**src/rtl/alu_reservation_station_pkg.sv**
```systemverilog
// alu_reservation_station_pkg: shared opcode encodings, default tag width and op class helper
package alu_reservation_station_pkg;
    localparam int RS_TAG_W = 3;
    localparam logic [4:0] OP_ADD   = 5'b00000;
    localparam logic [4:0] OP_SUB   = 5'b00001;
    localparam logic [4:0] OP_AND   = 5'b00010;
    localparam logic [4:0] OP_OR    = 5'b00011;
    localparam logic [4:0] OP_XOR   = 5'b00100;
    localparam logic [4:0] OP_SLT   = 5'b01000;
    localparam logic [4:0] OP_ADDI  = 5'b01010;
    localparam logic [4:0] OP_BEQ_C = 5'b10000;
    localparam logic [4:0] OP_JAL_C = 5'b10001;
    localparam logic [4:0] OP_LB    = 5'b10010;
    localparam logic [4:0] OP_LW    = 5'b10100;
    localparam logic [4:0] OP_SW    = 5'b11001;
    localparam logic [4:0] OP_NOP   = 5'b11111;

    function automatic logic is_mem_op(input logic [4:0] op);
        return op >= OP_LB && op <= OP_SW;
    endfunction
endpackage

```
**src/rtl/rs_prio_pick.sv**
```systemverilog
// rs_prio_pick: one-hot grant of the lowest-index set request bit
module rs_prio_pick #(
    parameter int N = 4
) (
    input  logic [N-1:0] req,
    output logic [N-1:0] gnt,
    output logic         any
);
    logic found;

    always_comb begin
        gnt   = '0;
        found = 1'b0;
        for (int i = 0; i < N; i++) begin
            if (req[i] && !found) begin
                gnt[i] = 1'b1;
                found  = 1'b1;
            end
        end
    end

    assign any = |req;
endmodule

```
**src/rtl/alu_reservation_station.sv**
```systemverilog
// alu_reservation_station: buffers non-memory ops until both operands arrive via
// result-bus snooping, then issues the lowest-index ready op to the ALU.
module alu_reservation_station
    import alu_reservation_station_pkg::*;
#(
    parameter int ENTRIES = 4,
    parameter int TAG_W   = RS_TAG_W,
    parameter int XLEN    = 32
) (
    input  logic             clk,
    input  logic             rst,
    input  logic             flush,
    input  logic [4:0]       disp_op,
    input  logic [XLEN-1:0]  disp_v1,
    input  logic [XLEN-1:0]  disp_v2,
    input  logic [TAG_W-1:0] disp_q1,
    input  logic [TAG_W-1:0] disp_q2,
    input  logic [XLEN-1:0]  disp_imm,
    input  logic [TAG_W-1:0] disp_dest,
    input  logic [TAG_W-1:0] alu_bc_tag,
    input  logic [XLEN-1:0]  alu_bc_val,
    input  logic [TAG_W-1:0] mem_bc_tag,
    input  logic [XLEN-1:0]  mem_bc_val,
    output logic             rs_full,
    output logic             iss_valid,
    output logic [4:0]       iss_op,
    output logic [XLEN-1:0]  iss_a,
    output logic [XLEN-1:0]  iss_b,
    output logic [XLEN-1:0]  iss_imm,
    output logic [TAG_W-1:0] iss_dest
);
    localparam int IDX_W = $clog2(ENTRIES);

    logic [ENTRIES-1:0] busy, ready, free_gnt, iss_gnt;
    logic [4:0]         op   [ENTRIES];
    logic [XLEN-1:0]    v1   [ENTRIES];
    logic [XLEN-1:0]    v2   [ENTRIES];
    logic [XLEN-1:0]    imm  [ENTRIES];
    logic [TAG_W-1:0]   q1   [ENTRIES];
    logic [TAG_W-1:0]   q2   [ENTRIES];
    logic [TAG_W-1:0]   dest [ENTRIES];
    logic               free_any, iss_any, disp_ok;
    logic [IDX_W-1:0]   iss_idx;

    // ALU bus checked first so it wins when both buses carry the same tag
    function automatic logic [TAG_W+XLEN-1:0] snoop(input logic [TAG_W-1:0] q, input logic [XLEN-1:0] v);
        if (q != '0 && q == alu_bc_tag) return {TAG_W'(0), alu_bc_val};
        if (q != '0 && q == mem_bc_tag) return {TAG_W'(0), mem_bc_val};
        return {q, v};
    endfunction

    always_comb begin
        ready   = '0;
        iss_idx = '0;
        for (int i = 0; i < ENTRIES; i++) begin
            ready[i] = busy[i] && q1[i] == '0 && q2[i] == '0;
            if (iss_gnt[i]) iss_idx = IDX_W'(i);
        end
    end

    rs_prio_pick #(.N(ENTRIES)) u_free_pick (.req(~busy), .gnt(free_gnt), .any(free_any));
    rs_prio_pick #(.N(ENTRIES)) u_iss_pick  (.req(ready),  .gnt(iss_gnt),  .any(iss_any));

    assign disp_ok = free_any && disp_op != OP_NOP && !is_mem_op(disp_op);
    assign rs_full = &busy;

    always_ff @(posedge clk) begin
        if (!rst) begin
            busy      <= '0;
            iss_valid <= 1'b0;
            iss_op    <= OP_NOP;
            iss_a     <= '0;
            iss_b     <= '0;
            iss_imm   <= '0;
            iss_dest  <= '0;
        end else if (flush) begin
            busy      <= '0;
            iss_valid <= 1'b0;
            iss_op    <= OP_NOP;
        end else begin
            iss_valid <= iss_any;
            iss_op    <= iss_any ? op[iss_idx] : OP_NOP;
            if (iss_any) begin
                iss_a    <= v1[iss_idx];
                iss_b    <= v2[iss_idx];
                iss_imm  <= imm[iss_idx];
                iss_dest <= dest[iss_idx];
            end
            // free_gnt only covers slots idle before the edge, so an issuing slot is not reused yet
            for (int i = 0; i < ENTRIES; i++) begin
                if (disp_ok && free_gnt[i]) begin
                    busy[i]         <= 1'b1;
                    op[i]           <= disp_op;
                    imm[i]          <= disp_imm;
                    dest[i]         <= disp_dest;
                    {q1[i], v1[i]}  <= snoop(disp_q1, disp_v1);
                    {q2[i], v2[i]}  <= snoop(disp_q2, disp_v2);
                end else begin
                    busy[i]         <= busy[i] && !iss_gnt[i];
                    {q1[i], v1[i]}  <= snoop(q1[i], v1[i]);
                    {q2[i], v2[i]}  <= snoop(q2[i], v2[i]);
                end
            end
        end
    end
endmodule

```
**config.mk**
```make
export PLATFORM = sky130hd
export DESIGN_NAME = alu_reservation_station
export DESIGN_NICKNAME = d
export VERILOG_FILES = /design/src/rtl/alu_reservation_station_pkg.sv /design/src/rtl/rs_prio_pick.sv /design/src/rtl/alu_reservation_station.sv
export SDC_FILE = /design/constraint.sdc
export NUM_CORES = 1
export LEC_CHECK = 0
export BUFFER_PORTS_ARGS = -buffer_cell sky130_fd_sc_hd__buf_2
export CORE_UTILIZATION = 45
export DETAILED_ROUTE_END_ITERATION = 8
export PLACE_DENSITY = 0.75
export SYNTH_ARGS = -nofsm -noshare
export SYNTH_HDL_FRONTEND = slang
export SYNTH_SLANG_ARGS = --single-unit
```
**constraint.sdc**
```tcl
create_clock -name clk -period 4.35 [get_ports clk]
set_input_delay 0.87 -clock clk [delete_from_list [all_inputs] [get_ports clk]]
set_output_delay 0.87 -clock clk [all_outputs]
set_load 0.1 [all_outputs]
```
Word level (Yosys, flattened, before mapping)
Memories as Yosys holds them, arrays and structs flattened. A register that Yosys moved wholly into a read port is not among the register bits.
Index checks and enable logic that the tools add are counted.
Widths: inputs -> output; s select.

word-level totals
  bits in registers = 349
  bits in writable memories = 160
  input bits = 183
  output and inout port bits = 106
  word-level logic and storage cells = 426
  memories kept = 3

memory list
  name  words  bits a word  read ports  clocked after Yosys merged registers in  wr ports  line                           source
  imm   4      32           1           1                                        1         alu_reservation_station.sv:38  logic [XLEN-1:0] imm [ENTRIES];
  op    4      5            1           1                                        1         alu_reservation_station.sv:35  logic [4:0] op [ENTRIES];
  dest  4      3            1           1                                        1         alu_reservation_station.sv:41  logic [TAG_W-1:0] dest [ENTRIES];

cells by class
  magnitude comparators = 3
  equal/unequal tests = 21
  multiplexer cells = 268
  bitwise logic cells = 5
  reductions and logical operators = 106

operators with widths
  operator            number
  $mux 35             52
  $mux 32             15
  $mux 1              174
  $bmux 32 s2         2
  $reduce_or 32->1    3
  $eq 3x3->1          20
  $reduce_bool 3->1   18
  $logic_and 1x1->1   45
  $mux 3              11
  $logic_not 3->1     8
  $reduce_and 3->1    8
  $mux 2              11
  $mux 5              3
  $reduce_or 5->1     3
  $logic_not 1->1     12
  $reduce_or 3->1     4
  $reduce_or 4->1     2
  $ge 5x5->1 const B  1
  $le 5x5->1 const B  1
  $ne 5x5->1 const B  1
  $not 4->4           1
  $reduce_and 4->1    1
  $ge 3x3->1 const B  1
  $not 1->1           3
  other kinds (3)     3

Depth between registers and ports, before layout
Gate-level depths: netlist (run 1).

  depth in word-level cells = 22
  mapped depth = 8
  gate-level depth less buffers = 5

Hierarchy
From an unflattened synthesis (run 1), not the netlist that was laid out.

unflattened totals
  cells, all modules = 2222
  area, all modules = 30070.1 µm²

modules (own cells, without submodules)
  module                   instances  cells each  area an instance (µm²)  sequential area each (µm²)
  alu_reservation_station  1          2212        29995.0                 15394.8
  rs_prio_pick             2          5           37.5                    0.0

Worst setup path after synthesis (run 1)
Ideal clock, no wire load.

  path type = input port to flip-flop
  from = input disp_op[3]
  to = register q1[0] in the netlist's numbering, enable pin
  library setup time = 0.439 ns
  arrival = 4.160 ns
  data required time = 3.911 ns
  path slack = -0.249 ns
  cell stages on the path = 7
  path buffers = 3
  path through = mux2_2 > o21a_1 > or4b_2 > clkbuf_1 > buf_4 > buf_2 > a21oi_1

on the way
  longest elaborated chain between the ends = 7
  elaborated cells on any way between the ends = 10
  those cells by class = order compare: 2; eq/ne: 1; reduce/logical: 7

RTL lines
  element                                          line                               source
  start: declaration                               alu_reservation_station.sv:13      input logic [4:0] disp_op,
  $ge 5x5->1 / $le 5x5->1 (equally long branches)  alu_reservation_station_pkg.sv:19  return op >= OP_LB && op <= OP_SW;
  $logic_and 1x1->1                                alu_reservation_station_pkg.sv:19
  $logic_not 1->1                                  alu_reservation_station.sv:64      assign disp_ok = free_any && disp_op != OP_NOP && !is_mem_op(disp_op);
  $logic_and 1x1->1 (*)                            alu_reservation_station.sv:64
  $logic_and 1x1->1 (*)                            alu_reservation_station.sv:91      if (disp_ok && free_gnt[i]) begin
  $reduce_bool 3->1 (no line) (*)                  --
  $reduce_and 3->1 (no line) (*)                   --
  end signal: indexed assignment                   alu_reservation_station.sv:96      {q1[i], v1[i]} <= snoop(disp_q1, disp_v1);
  end signal: indexed assignment                   alu_reservation_station.sv:100     {q1[i], v1[i]} <= snoop(q1[i], v1[i]);
  end: declaration                                 alu_reservation_station.sv:39      logic [TAG_W-1:0] q1 [ENTRIES];

Every way passes the cells marked *; elsewhere a longest branch is shown, timed or not.
A chain may end at the register's enable or synchronous reset.

Worst setup path in the final report (run 1)
  from = input mem_bc_tag[0]
  to = register v2[32] in the netlist's numbering, data pin

on the way
  longest elaborated chain between the ends = 10
  elaborated cells on any way between the ends = 16
  those cells by class = eq/ne: 2; mux: 12; reduce/logical: 2

RTL lines
  element                         line                            source
  start: declaration              alu_reservation_station.sv:22   input logic [TAG_W-1:0] mem_bc_tag,
  $eq 3x3->1                      alu_reservation_station.sv:48   if (q != '0 && q == mem_bc_tag) return {TAG_W'(0), mem_bc_val};
  $logic_and 1x1->1               alu_reservation_station.sv:48
  $mux 1 (2 in a row)             alu_reservation_station.sv:48
  $mux 1                          alu_reservation_station.sv:91
  $mux 1                          alu_reservation_station.sv:76   end else if (flush) begin
  $mux 1                          alu_reservation_station.sv:68   if (!rst) begin
  $mux 35                         alu_reservation_station.sv:49   return {q, v};
  $mux 35                         alu_reservation_station.sv:48
  $mux 32 (*)                     alu_reservation_station.sv:91
  end signal: indexed assignment  alu_reservation_station.sv:97   {q2[i], v2[i]} <= snoop(disp_q2, disp_v2);
  end signal: indexed assignment  alu_reservation_station.sv:101  {q2[i], v2[i]} <= snoop(q2[i], v2[i]);
  end: declaration                alu_reservation_station.sv:37   logic [XLEN-1:0] v2 [ENTRIES];

Every way passes the cells marked *; elsewhere a longest branch is shown, timed or not. The select of a mux whose other input is x is not followed.

==> results.txt, run 1 <==
----------------------------------------------------
[Drt]
  Number of nets with antenna violations after detailed routing ... 0
  Wirelength per Cell ... 28.4 um
  Count of routing violations after the opening detailed-route iteration ... 2,043
  Routed Wire Length ... 94.2 mm
  Highest Signal Layer ... met5
  Routed met3 length ... 8.47 mm
  Number of detailed-routing iterations run before antenna repair ... 5
  Final routed DRC violation total ... 0
  Wire length on met1 ... 36.0 mm
  Via-to-Cell Ratio ... 6.41
  Met2 routed WL ... 45.9 mm
  Via Count ... 21.2k

[Timing]
  Highest attainable clock frequency ... 314 MHz
  Final period util ... 0.733
  Number of setup violations in the final report ... 0
  Worst Max-Slew Pin Slew ... 1.09 ns
  Unrepaired setup endpoints after global routing ... no
  Post-Route Setup TNS ... 0 ns
  Final worst path period need ... 3.19 ns
  Crit path setup slack, layout ... 1.16 ns
  Relative slew slack ... 0.271
  Count of final hold-check violations ... 0
  Worst clock skew ... 0.0153 ns
  Fin. max-slew vios ... 0

[Global route]
  Pin count of the biggest net entering global routing ... 107
  GRT Util Overall ... 0.278
  Remaining Overflow, GRT ... 0
  Antenna violations before repair ... 14
  Global-route wire length before repair ... 139 mm
  Number of global-route vias before repair ... 21.9k

[Finish]
  Share of layout cells above drive strength 1 ... 0.263
  Fin util ... 0.521
  Final nets ... 2,582
  Register area ... 15,400 um2
  Area of combinational cells with multiple inputs ... 12,800 um2
  Filler Cells Inserted ... 5,446
  Area added between synthesis and finish ... 14.6%

[Clock tree]
  Post-CTS Hold Buffers ... 0
  Clock transition at the registers of the reported paths ... 0.06 ns
  # clock sinks ... 549
  # resized after CTS ... 0
  Number of buffers inserted by post-CTS setup repair ... 0
  Worst-skew pair later-pin latency ... 0.64 ns
  Clock tree from TritonCTS ... done
  H-tree levels ... 2
  CTS buffer count ... 58
  Clk root buf ... sky130_fd_sc_hd__clkbuf_16
  Maximum buffer depth of the clock tree ... 3

[Critical path]
  Arrival time at the worst endpoint ... 3.55 ns
  Startpoint class of the critical path ... primary input
  Maximum fanout along the worst path ... 19
  Crit Path Class ... primary input to flip-flop
  Data required time at the worst endpoint ... 4.71 ns
  Element type at the critical path end ... flip-flop

[Logic synthesis]
  Number of synthesized register bits ... 549
  Sequential area share after synthesis ... 0.527
  Syn Area/Cell ... 12.9 um2
  Count of mapped cells out of synthesis ... 2,267
  Async set-reset flop share out of synthesis ... 0
  Number of warnings printed during yosys synthesis ... 0
  Distinct cell type count of the synthesized netlist ... 49
  Summed instance area of the synthesized netlist ... 29,200 um2
  Most used DFF post-synth ... sky130_fd_sc_hd__edfxtp_1
  Nets in the synthesized netlist ... 2,450
  Post-synth EDFFs ... 440

[Floorplan]
  Initial cell density of the core ... 0.455
  Area of the die ... 65,900 um2
  Floorplan die width ... 257 um
  Die Height ... 257 um
  Top Ports ... 289
  Core footprint ... 64,200 um2
  Number of rows in the core area ... 93

[Place]
  Setup WS pre-CTS ... 0.586 ns
  Final RePlAce weighted congestion ... 0.857
  Final HPWL from detailed placement ... 52.3 mm
  Number of buffers inserted by port buffering ... 288

[Job]
  Count of max-cap constraint violations ... 0

[Pwr]
  Max IR drop VDD ... 0.317 mV
  Power density of the placed cells ... 379 nW/um2
  Leakage power summed over all cells ... 0.0142 uW

[Min path]
  Worst hold path class ... primary input to flip-flop

[Outcome]
  Result of the run ... finished clean

----------------------------------------------------
[power by group]
group	switching, uW	internal, uW	leakage, uW
Clock	2200	3140	0.00102
Sequential	37.3	5850	0.00489
Combinational	881	590	0.00834
Total	3110	9580	0.0142
[layout by cell type, fill, tap and decap left out, types with 5 or more instances in the layout]
cell type                   Yosys  routed
sky130_fd_sc_hd__mux2i_1      522     522
sky130_fd_sc_hd__edfxtp_1     440     440
sky130_fd_sc_hd__buf_2         48     286
sky130_fd_sc_hd__dfxtp_1      109     109
sky130_fd_sc_hd__o21ai_0      108     108
sky130_fd_sc_hd__nand3_1      108     105
sky130_fd_sc_hd__a21oi_1      105     103
sky130_fd_sc_hd__o22ai_1       99      99
sky130_fd_sc_hd__o21bai_1      99      99
sky130_fd_sc_hd__mux2_2        69      69
sky130_fd_sc_hd__o221a_1       60      60
sky130_fd_sc_hd__clkbuf_16      0      58
sky130_fd_sc_hd__mux2i_4       54      54
sky130_fd_sc_hd__xor2_1        52      52
sky130_fd_sc_hd__o221a_2       39      39
sky130_fd_sc_hd__buf_4         28      39
sky130_fd_sc_hd__nor2_1        39      35
sky130_fd_sc_hd__buf_12         0      19
sky130_fd_sc_hd__clkinv_2       0      14
sky130_fd_sc_hd__or4_1         15      13
sky130_fd_sc_hd__nor3_1        12      12
sky130_fd_sc_hd__clkbuf_8       0      12
sky130_fd_sc_hd__diode_2        0       9
sky130_fd_sc_hd__bufinv_16      0       8
sky130_fd_sc_hd__nor2_4         0       6
sky130_fd_sc_hd__a31oi_4        0       6
sky130_fd_sc_hd__a211oi_1       6       6
sky130_fd_sc_hd__and2_1         5       5
sky130_fd_sc_hd__and3_1         7       5
sky130_fd_sc_hd__clkinv_1       0       5
[routing by layer]
layer  GRT usage  up-vias
met2       0.469     1184
met4       0.123       10
met5           0        -
li1            -     9073
met1       0.345    10700
met3      0.0568      256
[critical path, cell delays in order]
cell	delay (ns)
sky130_fd_sc_hd__buf_2	0.30
sky130_fd_sc_hd__nor3_1	0.16
sky130_fd_sc_hd__or4_2	1.03
sky130_fd_sc_hd__buf_4	0.40
sky130_fd_sc_hd__mux2_2	0.32
sky130_fd_sc_hd__mux2i_1	0.30
sky130_fd_sc_hd__mux2i_1	0.14
[through the flow]
step                total power (uW)  hold WS (ns)  cell area [um2]  cells
finish                         12700         0.437            33500   3313
global route                   13000         0.423            33500   3309
CTS                            12700         0.412            33400   3304
detailed placement              7440         0.517            31400   3194
global placement                7380         0.505            31400   3194
floorplan                       7010         0.466            29200   2267
[final timing paths]
kind / start / endpoint / slack (ns) / cells after the start
setup / recovery: mem_bc_tag[0] / v2[32] / 1.16 / 7
hold / removal: disp_imm[0] / imm[1][0] / 0.44 / 1
setup reg to reg: q2[6] / iss_b[6] / 1.32 / 6
hold reg to reg: iss_imm[28] / iss_imm[28] / 0.53 / 1
[sequential cells by signal (all words and copies together) (netlist names), 5 cells and up]
signal   flops
q1          12
iss_a       32
iss_imm     32
v2         128
dest        12
imm        128
q2          12
op          20
iss_b       32
v1         128
iss_op       5
[cell type report]
| type | instances | area share |
|---|---|---|
| Clock buffer | 74 | 0.0488 |
| Multi-Input combinational cell | 1445 | 0.383 |
| Tap cell | 855 | 0.0320 |
| Sequential cell | 549 | 0.460 |
| Antenna cell | 9 | 0.000673 |
| Timing Repair Buffer | 344 | 0.0629 |
| Clock inverter | 36 | 0.0129 |
| Inverter | 1 | 0.000112 |
[cell usage after synthesis (2+ instances only)]
cell type                  count  share of area
sky130_fd_sc_hd__a21oi_1     105          0.018
sky130_fd_sc_hd__o21bai_1     99          0.025
sky130_fd_sc_hd__edfxtp_1    440           0.45
sky130_fd_sc_hd__mux2i_4      54          0.042
sky130_fd_sc_hd__a211oi_1      6         0.0015
sky130_fd_sc_hd__nor4_1        2        0.00043
sky130_fd_sc_hd__or4_1        15         0.0039
sky130_fd_sc_hd__buf_6        11         0.0042
sky130_fd_sc_hd__xor2_1       52          0.016
sky130_fd_sc_hd__or3_1         2        0.00043
sky130_fd_sc_hd__mux2i_1     522           0.18
sky130_fd_sc_hd__xnor2_1       4         0.0012
sky130_fd_sc_hd__a31oi_1       6         0.0013
sky130_fd_sc_hd__o22ai_1      99          0.021
sky130_fd_sc_hd__o221a_1      60          0.023
sky130_fd_sc_hd__nand2b_1      5         0.0011
sky130_fd_sc_hd__buf_4        28         0.0072
sky130_fd_sc_hd__nor2_2        2        0.00043
sky130_fd_sc_hd__nand2_1       5        0.00064
sky130_fd_sc_hd__o21ai_0     108          0.019
sky130_fd_sc_hd__and3_1        7         0.0015
sky130_fd_sc_hd__o211ai_1      2        0.00051
sky130_fd_sc_hd__o211ai_2      2        0.00086
sky130_fd_sc_hd__clkbuf_1    142          0.018
sky130_fd_sc_hd__mux2_2       69          0.027
sky130_fd_sc_hd__nand3_1     108          0.019
sky130_fd_sc_hd__nor3_1       12         0.0021
sky130_fd_sc_hd__o221a_2      39          0.015
sky130_fd_sc_hd__buf_1        43         0.0055
sky130_fd_sc_hd__and2_1        5         0.0011
sky130_fd_sc_hd__dfxtp_1     109          0.075
sky130_fd_sc_hd__buf_2        48         0.0082
sky130_fd_sc_hd__nor2_1       39         0.0050
sky130_fd_sc_hd__nor2b_1       2        0.00043
[kinds of logic after synthesis]
logic type                Yosys count  synth area share
AOI/OAI and AO/OA                 534             0.128
xor gates and xnor gates           56            0.0168
and+or+nand+nor                   210            0.0371
buffers and inverters             273            0.0436
muxes                             645             0.247
DFF                               549             0.527
Note: power is estimated with default switching activity, not from simulation.
==> run 2: changes to the inputs <==
ABC_AREA = 1   (was unset)
clock period = 2.7 ns   (was 4.35 ns; I/O delays follow)
==> run 2 against run 1 <==
  * Non-clock buffer count grew 55
  * Combinational power up 59%
  * Routed wire length up 4.8%
  * Largest cell class unchanged
  * Register-to-register slack worse by 1.1 ns
  * Critical path type is now flip-flop to output port
  * First-iteration DRC count is 39% higher
  * Synthesized cell count grew 67%
  * Global-route usage grew 0.49 points
  * Sequential power grew 61%
  * Final area grew 5.2%
  * Worst hold slack got worse by 0.33 ns
  * Synthesized area is 4.1% higher
  * Clock skew increased by 0.035 ns
==> results.txt, run 2 <==
----------------------------------------------------
[Pwr]
  Leakage power summed over all cells ... 0.0161 uW (+13%)
  Max IR drop VDD ... 0.451 mV (+42%)
  Power density of the placed cells ... 569 nW/um2 (+50%)

[Global route]
  Global-route wire length before repair ... 148 mm (+6.6%)
  GRT Util Overall ... 0.283 (+0.00494)
  Number of global-route vias before repair ... 24.9k (+14%)
  Antenna violations before repair ... 22 (+8)
  Remaining Overflow, GRT ... 0 (unchanged)
  Pin count of the biggest net entering global routing ... 75 (-30%)

[Logic synthesis]
  Ranking of synthesized cells by area ... sky130_fd_sc_hd__edfxtp_1 (43%), sky130_fd_sc_hd__nand2_1 (12%), sky130_fd_sc_hd__dfxtp_1 (7.2%)
  Sequential area share after synthesis ... 0.506 (-0.0207)
  Combinational family with the most area after synthesis ... simple AND/OR/NAND/NOR gates
  Most used DFF post-synth ... sky130_fd_sc_hd__edfxtp_1
  Top-count cell post-synth ... sky130_fd_sc_hd__nand2_1
  Async set-reset flop share out of synthesis ... 0 (unchanged)
  Summed instance area of the synthesized netlist ... 30,400 um2 (+4.1%)
  Syn Area/Cell ... 8.05 um2 (-37%)
  Nets in the synthesized netlist ... 3,958 (+62%)
  Number of synthesized register bits ... 549 (unchanged)
  Top-area cell type share of the netlist area ... 0.435 (-0.0178)
  Post-Synth XOR/XNOR Area ... 0.0173 (+0.000492)
  Count of mapped cells out of synthesis ... 3,775 (+67%)
  Post-Synth Adder-Cell Area ... 0 (unchanged)
  Multiplexer area fraction after synthesis ... 0.00659 (-0.241)
  Synthesized-area fraction occupied by ao, oa, aoi and oai cells ... 0.156 (+0.0281)
  Distinct cell type count of the synthesized netlist ... 40 (-18%)
  Post-synth EDFFs ... 440 (unchanged)
  Most frequent cells after synthesis ... sky130_fd_sc_hd__nand2_1 (1,012), sky130_fd_sc_hd__inv_1 (483), sky130_fd_sc_hd__edfxtp_1 (440), sky130_fd_sc_hd__nor2_1 (358), sky130_fd_sc_hd__o21ai_0 (268)
  Post-synthesis cell type with the largest combined area ... sky130_fd_sc_hd__edfxtp_1
  Number of warnings printed during yosys synthesis ... 0 (unchanged)
  Post-Synth Simple-Gate Area ... 0.205 (+0.168)

[Timing]
  Count of final hold-check violations ... 0 (unchanged)
  Final period util ... 0.918
  Number of setup violations in the final report ... 0 (unchanged)
  Highest attainable clock frequency ... 403 MHz
  Crit path setup slack, layout ... 0.221 ns (-0.940 ns)
  Post-Route Setup TNS ... 0 ns (unchanged)
  Final worst path period need ... 2.48 ns
  Unrepaired setup endpoints after global routing ... no
  Worst Max-Slew Pin Slew ... 0.847 ns (-0.246 ns)
  Fin. max-slew vios ... 0 (unchanged)
  Worst clock skew ... 0.0504 ns (+0.0352 ns)
  Relative slew slack ... 0.435 (+0.164)

[Critical path]
  Maximum fanout along the worst path ... 4 (-15)
  Arrival time at the worst endpoint ... 1.94 ns (-1.61 ns)
  Element type at the critical path end ... output port
  Crit Path Class ... flip-flop to output port
  Data required time at the worst endpoint ... 2.16 ns (-2.55 ns)
  Startpoint class of the critical path ... flip-flop

[Clock tree]
  Post-CTS Hold Buffers ... 0 (unchanged)
  Number of buffers inserted by post-CTS setup repair ... 0 (unchanged)
  H-tree levels ... 2 (unchanged)
  Clk root buf ... sky130_fd_sc_hd__clkbuf_16
  Clock tree from TritonCTS ... done
  CTS buffer count ... 61 (+5.2%)
  Clock transition at the registers of the reported paths ... 0.06 ns (about the same)
  Maximum buffer depth of the clock tree ... 3 (unchanged)
  # clock sinks ... 549 (unchanged)
  # resized after CTS ... 0 (unchanged)
  Worst-skew pair later-pin latency ... 0.65 ns (about the same)

[Outcome]
  Result of the run ... finished clean

[Drt]
  Via-to-Cell Ratio ... 5.57 (-13%)
  Via Count ... 27.2k (+28%)
  Number of nets with antenna violations after detailed routing ... 0 (unchanged)
  Number of detailed-routing iterations run before antenna repair ... 6 (+1)
  Final routed DRC violation total ... 0 (unchanged)
  Count of routing violations after the opening detailed-route iteration ... 2,837 (+39%)
  Routed Wire Length ... 98.7 mm (+4.8%)
  Wirelength per Cell ... 20.2 um (-29%)

[Floorplan]
  Area of the die ... 68,600 um2 (+4.1%)
  Number of rows in the core area ... 94 (+1.1%)
  Floorplan die width ... 262 um (+2.0%)
  Top Ports ... 289 (unchanged)
  Core footprint ... 66,300 um2 (+3.3%)
  Die Height ... 262 um (+2.0%)
  Initial cell density of the core ... 0.458 (+0.00360)

[Finish]
  Most frequent cells in the layout ... sky130_fd_sc_hd__nand2_1 (1,004), sky130_fd_sc_hd__inv_1 (482), sky130_fd_sc_hd__edfxtp_1 (440), sky130_fd_sc_hd__nor2_1 (354), sky130_fd_sc_hd__buf_2 (287)
  Post-route design area ... 35,200 um2 (+5.2%)
  Final nets ... 4,153 (+61%)
  Area added between synthesis and finish ... 15.8%
  Share of layout cells above drive strength 1 ... 0.135 (-0.128)
  Commonest non-fill, non-tap cell in the layout ... sky130_fd_sc_hd__nand2_1
  Final non-filler cell total ... 4,889 (+48%)
  Fin util ... 0.530 (+0.00954)

[Min path]
  Worst hold path class ... primary input to flip-flop

[Place]
  Setup WS pre-CTS ... 0.0592 ns (-0.527 ns)
  Number of buffers inserted by port buffering ... 288 (unchanged)
  Cell Area, Placed ... 33,200 um2 (+5.9%)
  Final HPWL from detailed placement ... 64.6 mm (+24%)
  Placed Cells ... 4,771 (+49%)
  Final RePlAce weighted congestion ... 0.936 (+9.3%)

[Job]
  Count of max-cap constraint violations ... 0 (unchanged)

----------------------------------------------------
run 2: worst max-delay path, cell delays in order, from the launching register on:
cell                      delay [ns]
sky130_fd_sc_hd__dfxtp_1        0.42
sky130_fd_sc_hd__nand2_1        0.11
sky130_fd_sc_hd__inv_1          0.12
sky130_fd_sc_hd__nand3_1        0.12
sky130_fd_sc_hd__inv_1          0.10
sky130_fd_sc_hd__buf_2          0.43
run 2: per-layer routing:
metal  wire length (um)  global-route usage  up-vias
met5                230                   0        -
met4               5430               0.158       34
met1              36100               0.345    12600
met3              10300              0.0598      321
li1                   -                   -    12800
met2              46700               0.468     1428
run 2: path summary, 6_finish.rpt:
kind,start,end,slack (ns),cells past startpoint
setup / recovery,busy[1],rs_full,0.22,5
hold reg to reg,op[3][2],iss_op[2],0.49,2
setup reg to reg,q2[6],iss_a[31],0.25,10
hold / removal,disp_dest[2],dest[3][2],0.11,1
run 2: metrics by stage:
step                      power (uW)  hold WS, ns
after floorplan                11100        0.463
after global placement         11900        0.474
after detailed placement       11900        0.478
after CTS                      20100       0.0763
after global routing           20700       0.0903
final                          20000        0.111
run 2: cells by family (layout without fill, tap and decap cells):
logic type                Yosys count  count (layout)
muxes                              20              20
buffers and inverters             765            1009
and+or+nand+nor                  1567            1567
DFF                               549             549
other                               0               6
AOI/OAI and AO/OA                 814             814
xor gates and xnor gates           60              60
run 2: final cells by class:
class,instances,area [um2]
Sequential cell,549,15400
Clock buffer,89,1730
Fill cell,6122,31100
Timing Repair Buffer,399,2920
Clock inverter,23,233
Antenna cell,6,15.0
Inverter,498,1870
Tap cell,864,1080
Multi-Input combinational cell,2461,11900
run 2: report_power, final:
group	leakage, uW	total [uW]	switching (uW)	internal, uW
Sequential	0.00490	9490	58.5	9430
Combinational	0.0102	2330	1570	756
Clock	0.000958	8220	3500	4720
Total	0.0161	20000	5130	14900
